<file path="config.mk">
export PLATFORM = sky130hd
export DESIGN_NAME = sdram_arbiter
export DESIGN_NICKNAME = d
export VERILOG_FILES = /design/src/rtl/sdram_arbiter.sv
export SDC_FILE = /design/constraint.sdc
export NUM_CORES = 1
export LEC_CHECK = 0
export ABC_AREA = 1
export CAP_MARGIN = 10
export CORE_ASPECT_RATIO = 0.8
export CORE_MARGIN = 5
export CORE_UTILIZATION = 42
export CTS_CLUSTER_DIAMETER = 60
export CTS_CLUSTER_SIZE = 24
export DETAILED_ROUTE_END_ITERATION = 10
export PLACE_DENSITY = 0.79
export SLEW_MARGIN = 20
export SYNTH_ARGS = -nofsm -noshare
export SYNTH_HDL_FRONTEND = slang
export SYNTH_SLANG_ARGS = --single-unit
</file>
<file path="constraint.sdc">
create_clock -name clk -period 2.7 [get_ports clk]
set_clock_uncertainty 0.1 [all_clocks]
set_input_delay 0.675 -clock clk [delete_from_list [all_inputs] [get_ports clk]]
set_output_delay 0.675 -clock clk [all_outputs]
set_load 0.02 [all_outputs]
</file>
<file path="src/rtl/sdram_arbiter.sv">
// sdram_arbiter: shares one SDRAM slave between three burst requesters, port 0 fixed priority, ports 1/2 round-robin
module sdram_arbiter #(
    parameter int AW = 25,
    parameter int DW = 16,
    parameter int LW = 8
) (
    input  logic            clk,
    input  logic            reset_n,
    input  logic [2:0]      req,
    input  logic [2:0]      we,
    input  logic [3*AW-1:0] addr,
    input  logic [3*DW-1:0] wdata,
    input  logic [3*LW-1:0] len,
    output logic [2:0]      grant,
    output logic [2:0]      ack,
    output logic [2:0]      rvalid,
    output logic [DW-1:0]   rdata,
    output logic [2:0]      done,
    output logic [AW-1:0]   m_address,
    output logic            m_read,
    output logic            m_write,
    output logic [DW-1:0]   m_writedata,
    input  logic            m_waitrequest,
    input  logic [DW-1:0]   m_readdata,
    input  logic            m_readdatavalid
);
    typedef enum logic [1:0] {IDLE, ISSUE, DRAIN, DONE} state_t;
    state_t        state, state_nxt;
    logic [1:0]    owner, owner_nxt, win;
    logic [2:0]    grant_nxt, owner_oh;
    logic          wr, wr_nxt, rr_two, rr_two_nxt, read_nxt, write_nxt, accept, ret;
    logic [AW-1:0] address_nxt;
    logic [LW-1:0] blen, blen_nxt, win_len, icnt, icnt_nxt, rcnt, rcnt_nxt;

    // arbitration winner: port 0 first, otherwise the port of {1,2} not served last
    always_comb begin
        win     = req[0] ? 2'd0 : (req[1] && req[2]) ? (rr_two ? 2'd2 : 2'd1) : req[1] ? 2'd1 : 2'd2;
        win_len = len[int'(win)*LW +: LW] == '0 ? LW'(1) : len[int'(win)*LW +: LW];
    end

    assign owner_oh    = 3'b001 << owner;
    assign accept      = (m_read || m_write) && !m_waitrequest;
    assign ret         = m_readdatavalid && (state == ISSUE || state == DRAIN);
    assign ack         = (m_write && !m_waitrequest) ? owner_oh : 3'b000;
    assign rvalid      = ret ? owner_oh : 3'b000;
    assign done        = state == DONE ? owner_oh : 3'b000;
    assign rdata       = m_readdata;
    assign m_writedata = wdata[int'(owner)*DW +: DW];

    // next state plus next values of the burst context and the registered slave command
    always_comb begin
        state_nxt   = state;
        owner_nxt   = owner;
        grant_nxt   = grant;
        wr_nxt      = wr;
        address_nxt = m_address;
        blen_nxt    = blen;
        icnt_nxt    = icnt;
        rcnt_nxt    = (ret && rcnt != blen) ? rcnt + LW'(1) : rcnt;
        rr_two_nxt  = rr_two;
        read_nxt    = m_read;
        write_nxt   = m_write;
        case (state)
            IDLE: if (|req) begin
                state_nxt   = ISSUE;
                owner_nxt   = win;
                grant_nxt   = 3'b001 << win;
                wr_nxt      = we[win];
                address_nxt = addr[int'(win)*AW +: AW];
                blen_nxt    = win_len;
                icnt_nxt    = '0;
                rcnt_nxt    = '0;
                read_nxt    = !we[win];
                write_nxt   = we[win];
            end
            ISSUE: if (accept) begin
                icnt_nxt    = icnt + LW'(1);
                address_nxt = m_address + AW'(1);
                if (icnt == blen - LW'(1)) begin
                    read_nxt  = 1'b0;
                    write_nxt = 1'b0;
                    state_nxt = (wr || rcnt_nxt == blen) ? DONE : DRAIN;
                end
            end
            DRAIN: state_nxt = rcnt_nxt == blen ? DONE : DRAIN;
            DONE: begin
                state_nxt  = IDLE;
                grant_nxt  = 3'b000;
                rr_two_nxt = owner == 2'd1 ? 1'b1 : owner == 2'd2 ? 1'b0 : rr_two;
            end
            default: state_nxt = IDLE;
        endcase
    end

    // state register and registered outputs; reset abandons any burst in flight
    always_ff @(posedge clk or negedge reset_n) begin
        if (!reset_n) begin
            state     <= IDLE;
            owner     <= 2'd0;
            grant     <= 3'b000;
            wr        <= 1'b0;
            m_address <= '0;
            blen      <= LW'(1);
            icnt      <= '0;
            rcnt      <= '0;
            rr_two    <= 1'b0;
            m_read    <= 1'b0;
            m_write   <= 1'b0;
        end else begin
            state     <= state_nxt;
            owner     <= owner_nxt;
            grant     <= grant_nxt;
            wr        <= wr_nxt;
            m_address <= address_nxt;
            blen      <= blen_nxt;
            icnt      <= icnt_nxt;
            rcnt      <= rcnt_nxt;
            rr_two    <= rr_two_nxt;
            m_read    <= read_nxt;
            m_write   <= write_nxt;
        end
    end
endmodule

</file>
=== Word-level counts from Yosys, hierarchy flattened ===
Index checks and enable logic that the tools add are counted.

* Flip-flop bits (word level): 60
* Input port bits: 173
* Output and inout bits: 71
* Logic and storage cells: 90

* Add/subtract/negate cells: 4
* $mul: 1
* Order comparisons: 1
* Eq/ne operators: 11
* Shift operators: 5
* Multiplexer cells: 35
* Reductions and logical operators: 22

{| class="wikitable"
|+ Operators with widths
! kind !! number
|-
| 75-bit by 8-bit variable part select with 25-bit output || 1
|-
| 25-bit two-way mux || 2
|-
| 25-bit case mux with 2 select lines || 1
|-
| 8-bit two-way mux || 6
|-
| 48-bit by 7-bit variable part select with 16-bit output || 1
|-
| 25-bit by 1-bit adder with 25-bit output, second input constant || 1
|-
| 24-bit by 6-bit variable part select with 8-bit output || 1
|-
| 8-bit by 1-bit adder with 8-bit output, second input constant || 2
|-
| 8-bit == test || 2
|-
| 8-bit case mux with 2 select lines || 1
|-
| 2-bit two-way mux || 7
|-
| 3-bit two-way mux || 4
|-
| 1-bit two-way mux || 9
|-
| 8-bit logical NOT || 1
|-
| 8-bit != test || 1
|-
| 2-bit case mux with 4 select lines || 1
|-
| 8-bit by 1-bit subtractor with 8-bit output, second input constant || 1
|-
| 2-bit by 5-bit multiplier with 7-bit output, second input constant || 1
|-
| 2-bit == test, second input constant || 3
|-
| 3-bit case mux with 2 select lines || 1
|-
| 2-bit AND reduction || 3
|-
| 3-bit AND reduction || 2
|-
| 2-bit nonzero test || 3
|-
| 1-bit by 2-bit << shifter with 3-bit output, first input constant || 2
|-
| 12 further kinds || 22
|}

=== Longest topological paths before layout ===
* Depth after elaboration: 11
* Mapped depth: 17
* Gate-level depth less buffers: 17

=== Worst setup path before layout ===
No wires, ideal clock.

* Kind: flip-flop to output port
* Start: register owner[1]
* End: output m_writedata[10]
* Arrival time: 1524 ps
* Required time: 1925 ps
* Slack: 401 ps
* Cell stages (with the launch flop): 6
* Buffers on the path: 2
* Cells stage by stage: dfrtp_1 > clkbuf_1 > inv_1 > clkbuf_1 > o21ai_0 > o21ai_0

* Word-level cells in the longest chain between the ends: 1

{| class="wikitable"
|+ Ends and longest elaborated chain
! item !! line !! RTL
|-
| start: declaration || 29 || <nowiki>logic [1:0] owner, owner_nxt, win;</nowiki>
|-
| start signal: assignment || 111 || <nowiki>owner <= owner_nxt;</nowiki>
|-
| 48-bit by 7-bit variable part select with 16-bit output || 48 || <nowiki>assign m_writedata = wdata[int'(owner)*DW +: DW];</nowiki>
|-
| end: declaration || 22 || <nowiki>output logic [DW-1:0] m_writedata,</nowiki>
|}

Every way passes these cells.

=== Final worst setup path ===
* Start: input m_waitrequest
* End: output ack[0]

* Word-level cells in the longest chain between the ends: 3

{| class="wikitable"
|+ Ends and longest elaborated chain
! item !! line !! RTL
|-
| start: declaration || 23 || <nowiki>input logic m_waitrequest,</nowiki>
|-
| 1-bit logical NOT || 44 || <nowiki>assign ack = (m_write && !m_waitrequest) ? owner_oh : 3'b000;</nowiki>
|-
| 1-bit logical AND || 44 ||
|-
| 3-bit two-way mux || 44 ||
|-
| end: declaration || 15 || <nowiki>output logic [2:0] ack,</nowiki>
|}

Every way passes these cells.

==> impl_metrics.yaml <==
status:
  status: "completed"
die:
  die_h_um: 109
  die_width_um: 133
  coreArea_mm2: 0.0121
  ios: 244
  dieArea_mm2: 0.0145
  rows: 36
  initial_utilization: 0.424
timing:
  tightest_slew_ps: 398
  setup_viol: 0
  fmax_mhz: 389
  fin_crit_ps: 2570
  tns_ps: 0
  slew_viol_final: 0
  min_period_over_period: 0.952
  finalHoldViolCount: 0
  setup_ws_ps: 131
  rsz0062_at_grt: "false"
  slew_headroom: 0.735
global_routing:
  grt_util_met3: 0.0904
  antenna_found_initial: 0
  grt_util_met2: 0.391
  grt_pass1_vias: 5678
  grt-ovfl-total: 0
  grtUsageMet1: 0.306
  top_usage_layer: "met2"
  grt_pass1_wl_mm: 28.2
  grt_max_degree: 47
  track_usage: 0.242
layout:
  seq_area_mm2: 0.00150
  drive_gt1_frac: 0.0960
  multi_input_area_mm2: 0.00302
  antenna_cells: 0
  syn2layout_area_growth_pct: 51.5
  final_cells: 1142
  fill_cells: 1106
  final_nets: 1169
placement:
  io_buffers: 211
  dp_hpwl_mm: 13.8
  gp_congestion: 0.881
  dpl_worst_slack_ps: -155
  dp_cells: 1126
cts:
  cts_tree: "yes"
  clk_pin_slew_ps: 50
  cts-root-buf: "clkbuf_16"
  htreeDepth: 3
  post_cts_buffers: 0
  cts_sinks: 60
  worstSkewPairLatency_ps: 330
  cts_made_buffers: 9
  clockBufferDepth: 2
route:
  ant_nets: 0
  wire_per_inst_um: 15.7
  drcViolationCount: 0
  drt_first_pass_iters: 5
  via_per_inst: 5.16
  num_vias: 5891
  wl_mm: 17.9
  drt_iter0_markers: 279
power_and_ir_drop:
  p_leak_nw: 3.62
  irDropWorstVdd_uv: 530
  powerDensity_mw_per_mm2: 1040
logic_synthesis:
  synth.distinct_cells: 50
  synth_nets: 965
  ys.flop_type: "dfrtp_1"
  synth_warnings: 0
  syn_avg_cell_area_um2: 6.55
  postSynthCellCount: 781
  synth.yosys.seq_area_share: 0.294
  synth_edf_count: 0
  ys_ff_latch: 60
  synthArstFlopShare: 1.00
  netlist_area_mm2: 0.00511
critical_path:
  worstPathMaxFanout: 4
  startpoint_type: "primary input"
  worstSetupPathType: "in -> out"
  cp.arrival_ps: 1790
  cp.required_ps: 1920
  endpoint_kind: "primary output"
hold_path:
  hp-class: "in -> async"
flow_run:
  maxCapViolCount: 0
per-layer routing:
metal / vias up / wire length [um]
li1: 2948 / -
met1: 2705 / 7800
met2: 211 / 8170
met3: 27 / 1570
met4: 0 / 378
met5: - / 0
synth_stat cells (all sizes together), types with 8 or more instances:
cell	number	area (um2)
a21oi	33	169
a22oi	8	65.1
buf	24	179
clkbuf	23	86.3
dfrtp	59	1480
ha	11	138
inv	84	315
nand2	232	921
nand3	81	433
nor2	73	312
nor3	13	85.1
o21ai	72	372
o22ai	9	56.3
xor2	14	123
final cells by class:
class | count | share of cell area
Clock buffer | 12 | 0.0331
Clock inverter | 4 | 0.0123
Inverter | 86 | 0.0417
Multi-Input combinational cell | 588 | 0.390
Sequential cell | 60 | 0.194
Tap cell | 152 | 0.0246
Timing Repair Buffer | 240 | 0.304
worst paths after layout:
kind,start,to,slack [ps],cells after the start
setup / recovery,m_waitrequest,ack[0],130,4
hold / removal,reset_n,rcnt[3],170,1
max in group asynchronous,reset_n,blen[0],1710,2
setup reg to reg,state[0],state[0],180,15
min in group clk,rr_two,rr_two,390,2
hold reg to reg,rr_two,rr_two,390,2
power breakdown:
group / total (mW) / internal, mW / switching (mW) / leakage, nW
logic: 4.98 / 2.00 / 2.98 / 2.70
clock network: 1.35 / 0.950 / 0.402 / 0.173
registers: 1.72 / 1.29 / 0.435 / 0.744
total: 8.05 / 4.24 / 3.81 / 3.62
kinds of logic (layout without fill, tap and decap cells):
kind of cell,count (synthesis),count (layout),synth area share
and+or+nand+nor,415,415,0.368
adders and majority gates,11,11,0.0269
DFF,60,60,0.294
buffers and inverters,133,342,0.115
xor gates and xnor gates,18,18,0.0308
AOI/OAI and AO/OA,144,144,0.166
placed cells by master, fill, tap and decap left out, drive strengths merged, types with 2 or more instances in the layout:
| cell | netlist | final |
|---|---|---|
| nand3b | 5 | 5 |
| clkinv | 2 | 3 |
| nand2 | 232 | 232 |
| a21oi | 33 | 33 |
| dlygate4sd2 | 0 | 22 |
| clkbuf | 23 | 12 |
| xnor2 | 4 | 4 |
| a221oi | 4 | 4 |
| ha | 11 | 11 |
| nand3 | 81 | 81 |
| dlymetal6s2s | 0 | 3 |
| xor2 | 14 | 14 |
| nand4 | 6 | 6 |
| nor3 | 13 | 13 |
| and3 | 3 | 3 |
| inv | 84 | 84 |
| o22ai | 9 | 9 |
| nor2 | 73 | 73 |
| buf | 24 | 30 |
| a2bb2oi | 6 | 6 |
| dfrtp | 59 | 59 |
| bufinv | 0 | 3 |
| clkdlybuf4s50 | 0 | 185 |
| o221ai | 2 | 2 |
| o21ai | 72 | 72 |
| a22o | 3 | 3 |
| a22oi | 8 | 8 |
per-stage QoR:
stage | power, mW | util | area, um2 | hold slack [ps]
after floorplan | 4.80 | - | 5110 | 279
after global placement | 6.68 | 0.614 | 7410 | 371
after detailed placement | 6.77 | 0.614 | 7410 | 378
after CTS | 8.08 | 0.641 | 7740 | 166
after global routing | 8.68 | 0.642 | 7750 | 192
final | 8.05 | 0.642 | 7750 | 170
worst max-delay path: stages:
cell and delay (ps):
clkdlybuf4s50_1 410, or2_1 270, nor2_1 100, dlygate4sd2_1 340
flip-flops by register name, indices dropped and copies added (netlist names):
| register | flops |
|---|---|
| m_address | 25 |
| blen | 8 |
| icnt | 8 |
| rcnt | 8 |
| grant | 3 |
| owner | 2 |
| state | 2 |
| m_read | 1 |
| m_write | 1 |
| rr_two | 1 |
| wr | 1 |
timing repair:
| action | 4_1_cts | 5_1_grt |
|---|---|---|
| hold buffers | 0 | 0 |
| cloned | 0 | 0 |
| pin swaps | 0 | 0 |
| resized for setup | 22 | 4 |
| setup endpoints to repair | 22 | 3 |
(Power assumes the default switching activity.)
